[config.mk]
export PLATFORM = sky130hd
export DESIGN_NAME = sdram_arbit
export DESIGN_NICKNAME = d
export VERILOG_FILES = /design/src/rtl/sdram_arbit.sv
export SDC_FILE = /design/constraint.sdc
export NUM_CORES = 1
export LEC_CHECK = 0
export CAP_MARGIN = 20
export CORE_UTILIZATION = 27
export CTS_CLUSTER_SIZE = 28
export DETAILED_ROUTE_END_ITERATION = 6
export MAX_ROUTING_LAYER = met4
export PLACE_DENSITY = 0.88
export SLEW_MARGIN = 20
export SYNTH_ARGS = -nofsm -noshare
export SYNTH_HDL_FRONTEND = slang
export SYNTH_SLANG_ARGS = --single-unit
export TNS_END_PERCENT = 10
[constraint.sdc]
create_clock -name sys_clk -period 3 [get_ports sys_clk]
set_input_delay 0.6 -clock sys_clk [delete_from_list [all_inputs] [get_ports sys_clk]]
set_output_delay 0.6 -clock sys_clk [all_outputs]
set_load 0.02 [all_outputs]
[src/rtl/sdram_arbit.sv]
// sdram_arbit: shares the SDRAM command/address/data pins between the
// init, auto-refresh, burst-write and burst-read masters.
//
// Once init_end is seen, the bus is granted to one master at a time by
// priority aref > wr > rd. A grant is held until that master's end pulse.
// Every grant is followed by at least one ARBIT cycle.
//
// Optional feature macro: SDRAM_ARBIT_RR_EN
//   When defined, write and read take turns (round-robin) when both are
//   pending. Refresh still wins over both.
//
// Ports:
//   sys_clk, sys_rst        clock; synchronous active-high reset
//   init_*                  init master bus (cmd/ba/addr), init_end level
//   aref_*/wr_*/rd_*        refresh/write/read request, end pulse, cmd bus
//   wr_sdram_en/_data       write master DQ drive enable and data
//   aref_en/wr_en/rd_en     registered grant to each master
//   sdram_cmd/ba/addr       pin-side command bus (combinational from state)
//   sdram_dq_oe/_dq_out     pin-side DQ output enable and data
module sdram_arbit #(
    parameter int unsigned DATA_W = 16,
    parameter int unsigned ADDR_W = 13,
    parameter int unsigned BA_W   = 2
) (
    input  logic              sys_clk,
    input  logic              sys_rst,
    input  logic              init_end,
    input  logic [3:0]        init_cmd,
    input  logic [BA_W-1:0]   init_ba,
    input  logic [ADDR_W-1:0] init_addr,
    input  logic              aref_req,
    input  logic              aref_end,
    input  logic [3:0]        aref_cmd,
    input  logic [BA_W-1:0]   aref_ba,
    input  logic [ADDR_W-1:0] aref_addr,
    input  logic              wr_req,
    input  logic              wr_end,
    input  logic [3:0]        wr_cmd,
    input  logic [BA_W-1:0]   wr_ba,
    input  logic [ADDR_W-1:0] wr_addr,
    input  logic              wr_sdram_en,
    input  logic [DATA_W-1:0] wr_sdram_data,
    input  logic              rd_req,
    input  logic              rd_end,
    input  logic [3:0]        rd_cmd,
    input  logic [BA_W-1:0]   rd_ba,
    input  logic [ADDR_W-1:0] rd_addr,
    output logic              aref_en,
    output logic              wr_en,
    output logic              rd_en,
    output logic [3:0]        sdram_cmd,
    output logic [BA_W-1:0]   sdram_ba,
    output logic [ADDR_W-1:0] sdram_addr,
    output logic              sdram_dq_oe,
    output logic [DATA_W-1:0] sdram_dq_out
);

    localparam logic [3:0] CMD_NOP = 4'b0111;

    typedef enum logic [2:0] {
        S_IDLE  = 3'd0,
        S_ARBIT = 3'd1,
        S_AREF  = 3'd2,
        S_WRITE = 3'd3,
        S_READ  = 3'd4
    } state_t;

    state_t state, state_nxt;
    logic   pick_wr;

`ifdef SDRAM_ARBIT_RR_EN
    // Set on a write grant, cleared on a read grant.
    logic last_wr;

    // With both pending, the write only wins if the read was granted last.
    assign pick_wr = wr_req && !(rd_req && last_wr);

    always_ff @(posedge sys_clk) begin
        if (sys_rst) begin
            last_wr <= 1'b0;
        end else if (state == S_ARBIT && !aref_req) begin
            if (pick_wr) begin
                last_wr <= 1'b1;
            end else if (rd_req) begin
                last_wr <= 1'b0;
            end
        end
    end
`else
    assign pick_wr = wr_req;
`endif

    // Next-state: grant from ARBIT, release on the granted master's end pulse.
    always_comb begin
        state_nxt = state;
        case (state)
            S_IDLE:  if (init_end) state_nxt = S_ARBIT;
            S_ARBIT: begin
                if (aref_req)     state_nxt = S_AREF;
                else if (pick_wr) state_nxt = S_WRITE;
                else if (rd_req)  state_nxt = S_READ;
            end
            S_AREF:  if (aref_end) state_nxt = S_ARBIT;
            S_WRITE: if (wr_end)   state_nxt = S_ARBIT;
            S_READ:  if (rd_end)   state_nxt = S_ARBIT;
            default: state_nxt = S_IDLE;
        endcase
    end

    // State register; grants follow the next state so they rise and fall
    // on the same edge as the state change.
    always_ff @(posedge sys_clk) begin
        if (sys_rst) begin
            state   <= S_IDLE;
            aref_en <= 1'b0;
            wr_en   <= 1'b0;
            rd_en   <= 1'b0;
        end else begin
            state   <= state_nxt;
            aref_en <= (state_nxt == S_AREF);
            wr_en   <= (state_nxt == S_WRITE);
            rd_en   <= (state_nxt == S_READ);
        end
    end

    // Pin mux, zero latency from the current state.
    always_comb begin
        sdram_cmd  = CMD_NOP;
        sdram_ba   = '1;
        sdram_addr = '1;
        case (state)
            S_IDLE: begin
                sdram_cmd  = init_cmd;
                sdram_ba   = init_ba;
                sdram_addr = init_addr;
            end
            S_AREF: begin
                sdram_cmd  = aref_cmd;
                sdram_ba   = aref_ba;
                sdram_addr = aref_addr;
            end
            S_WRITE: begin
                sdram_cmd  = wr_cmd;
                sdram_ba   = wr_ba;
                sdram_addr = wr_addr;
            end
            S_READ: begin
                sdram_cmd  = rd_cmd;
                sdram_ba   = rd_ba;
                sdram_addr = rd_addr;
            end
            default: ;
        endcase
    end

    // Only the write master may drive DQ, and only while it holds the bus.
    assign sdram_dq_oe  = (state == S_WRITE) && wr_sdram_en;
    assign sdram_dq_out = sdram_dq_oe ? wr_sdram_data : '0;

endmodule

==> metrics <==
outcome completed; wire length on met3 ~400 um; Yosys reg bits 6; Worst-Margin Slew 0.679 ns; worst path required time 2.40 ns; VDD IR-drop max around 0.15 mV; crit-path max cell delay 0.55 ns; clock buffer depth 2; Clk pwr share about 20%; Post-synth EDFFs 0; Cell Rows 22; Die Span X 64.0 um; synthesis-to-finish area growth 138%; initial antenna violation count 0; Final TNS setup 0 ns; Via density 5.07; IO Pins 141; CP max stage cell clkdlybuf4s50_1; Min Clock Period, post-route 2.86 ns; DR iter-0 viols 35; CP Capture Type output pin; post-synth top area cell o22a_1; Cell Count, Final, Fillers Out 304; Starting Density 28.3%; die area 0.00409 mm2; Fmax 0.350 GHz; post-detail-place hpwl 3370 um; H-tree lvl count 1; RSZ-0062 raised after global routing no; final WL 4210 um; cells after synthesis about 120; Cell variety after synth 29; Synth top cells by count o22a_1 (36), and3_1 (16), mux2_2 (16); Fin Clk Skew 0.000343 ns; drt drc 0; n_diodes 0; Primary FF master, synth dfxtp_1; Sw Pwr 183 uW; pin count of the biggest net entering global routing 26; most common cell in the netlist o22a_1; Post-Place Cells between 300 and 400; Area contributors post-synth o22a_1 (30%), mux2_2 (17%), dfxtp_1 (12%), and3_1 (9.7%), buf_6 (6.5%); Cell Chain, Critical Path buf_4 -> mux2_2 -> o22a_1 -> o22a_1 -> clkdlybuf4s50_1; vias in the first global route about 1.5k; wire length on met1 ~1600 um; Sw Share 30.2%; Final setup viols 0; hold crit path type reg2reg; Int Pwr about 420 uW; IO Port Bufs 140; crit-path max FO 11; Reg power frac roughly 15%; Antenna Nets Post-Route 0; GP Congestion approximately 0.81; DR top layer met4; cts hold-fix bufs 0; global-route wire length before repair a little under 7000 um; CTS tree yes; Lkg Pwr between 0.9 and 1 nW; yosys warns 0; vias 1541; DR pass1 iterations 4; Syn Std Cell Area 0.00104 mm2; Tcrit/Tclk final ~95%; fraction of registers with async set/reset 0%; Final #Nets 360; WL per Instance roughly 14 um; WL met2 2190 um; GRT overflow 0; Max-Cap Viols 0; PwrDens 246 mW/mm2; core area 0.00366 mm2; slew margin rel. a little over half; number of buffers created by CTS 3; Final Hold Viols 0; fill count between 300 and 400; WS Path Type reg2out; layout cells sized above 1 a little over a tenth; clock sink count 6; Clock Pin Slew Worst Setup and Hold Paths 0.04 ns; combinational share of power 65.5%; post-synthesis average cell area roughly 8.5 um2; syn_nets 224; sequential share of the synthesized area 11.6%; root buffer cell clkbuf_8; Crit path top cell by count o22a_1; FF+latch area roughly 120 um2; worst skew pair latency 0.22 ns; Post-CTS Setup Repair Bufs 0; Total GRT Usage between 20% and 30%; Critical Path Start Type flop; Crit path arrival time 2.26 ns; Die H 64.0 um; post-cts resize count 0; Pins Over Slew Limit 0; Synth top area share about 30%; Multi-input gate area 806 um2
-- power by group through the flow --
stage	clock network [mW]	logic, mW	registers [mW]
after floorplan	0	0.179	0.0912
after global placement	0	0.395	0.0909
after detailed placement	0	0.398	0.0914
after CTS	0.120	0.401	0.0901
after global routing	0.126	0.427	0.0907
final	0.120	0.398	0.0899
-- cells in the final DEF (no fill, tap or decap) --
| master | count |
|---|---|
| o32ai_1 | 1 |
| mux2_2 | 16 |
| o21ai_0 | 1 |
| or2_1 | 2 |
| o22a_1 | 36 |
| nand2b_1 | 1 |
| mux2i_1 | 2 |
| inv_1 | 3 |
| mux2_1 | 3 |
| nor2_2 | 1 |
| inv_2 | 1 |
| clkbuf_8 | 3 |
| nor2b_1 | 2 |
| a2111oi_1 | 1 |
| nor3_1 | 1 |
| nand2_2 | 1 |
| dfxtp_1 | 6 |
| a32oi_1 | 1 |
| nand2b_4 | 1 |
| o22ai_1 | 1 |
| and3_1 | 16 |
| a31oi_1 | 1 |
| a21oi_2 | 1 |
| and2_1 | 1 |
| nor2_1 | 7 |
| clkdlybuf4s50_1 | 140 |
| nand2_1 | 2 |
| buf_4 | 4 |
-- cell families (layout without fill, tap and decap cells) --
kind of cell | count (synthesis) | after routing | synth area share (%)
buffers and inverters | 17 | 151 | 10.7
AO/OA/AOI/OAI | 43 | 43 | 35.6
flip-flops | 6 | 6 | 11.6
multiplexers | 21 | 21 | 22.6
AND/OR/NAND/NOR | 35 | 35 | 19.5
-- critical path: cells and delay by family (launching register included) --
kind                   cells  cell delay, ns
AO/OA/AOI/OAI              2            0.35
buffers and inverters      2            0.83
flip-flops                 1            0.50
multiplexers               1            0.35
-- per-stage QoR --
stage          total power [mW]  hold slack [ns]  util, %  area (um2)  setup slack, ns
2_1_floorplan             0.270            0.607        -        1040             1.10
4_1_cts                   0.611            0.724     67.6        2470            0.109
3_3_place_gp              0.486            0.703     66.4        2430            0.211
6_report                  0.607            0.723     67.6        2470            0.144
5_1_grt                   0.643            0.770     67.6        2470           0.0111
3_5_place_dp              0.489            0.719     66.4        2430            0.197
-- flip-flops by register name, summed over array words and instances (netlist names) --
signal and cells:
state 3, aref_en 1, rd_en 1, wr_en 1
-- layout make-up --
type,count,area share (%)
Timing Repair Buffer,144,57.9
Inverter,4,0.607
Clock buffer,3,1.67
Multi-Input combinational cell,99,32.6
Sequential cell,6,4.86
Tap cell,48,2.43
-- metal layers --
metal | GRT usage (%) | vias up
met1 | 22.0 | 698
li1 | - | 747
met2 | 39.5 | 90
met4 | 6.53 | 0
met3 | 5.18 | 6
met5 | - | -
-- worst paths after layout --
path / start / slack [ns] / cells past startpoint / endpoint
max: state[1] / 0.14 / 5 / sdram_addr[8]
min: state[0] / 0.72 / 3 / aref_en
max reg2reg: state[0] / 1.51 / 5 / aref_en
min reg2reg: state[0] / 0.72 / 3 / aref_en
Power figures use the tool's default switching activity.
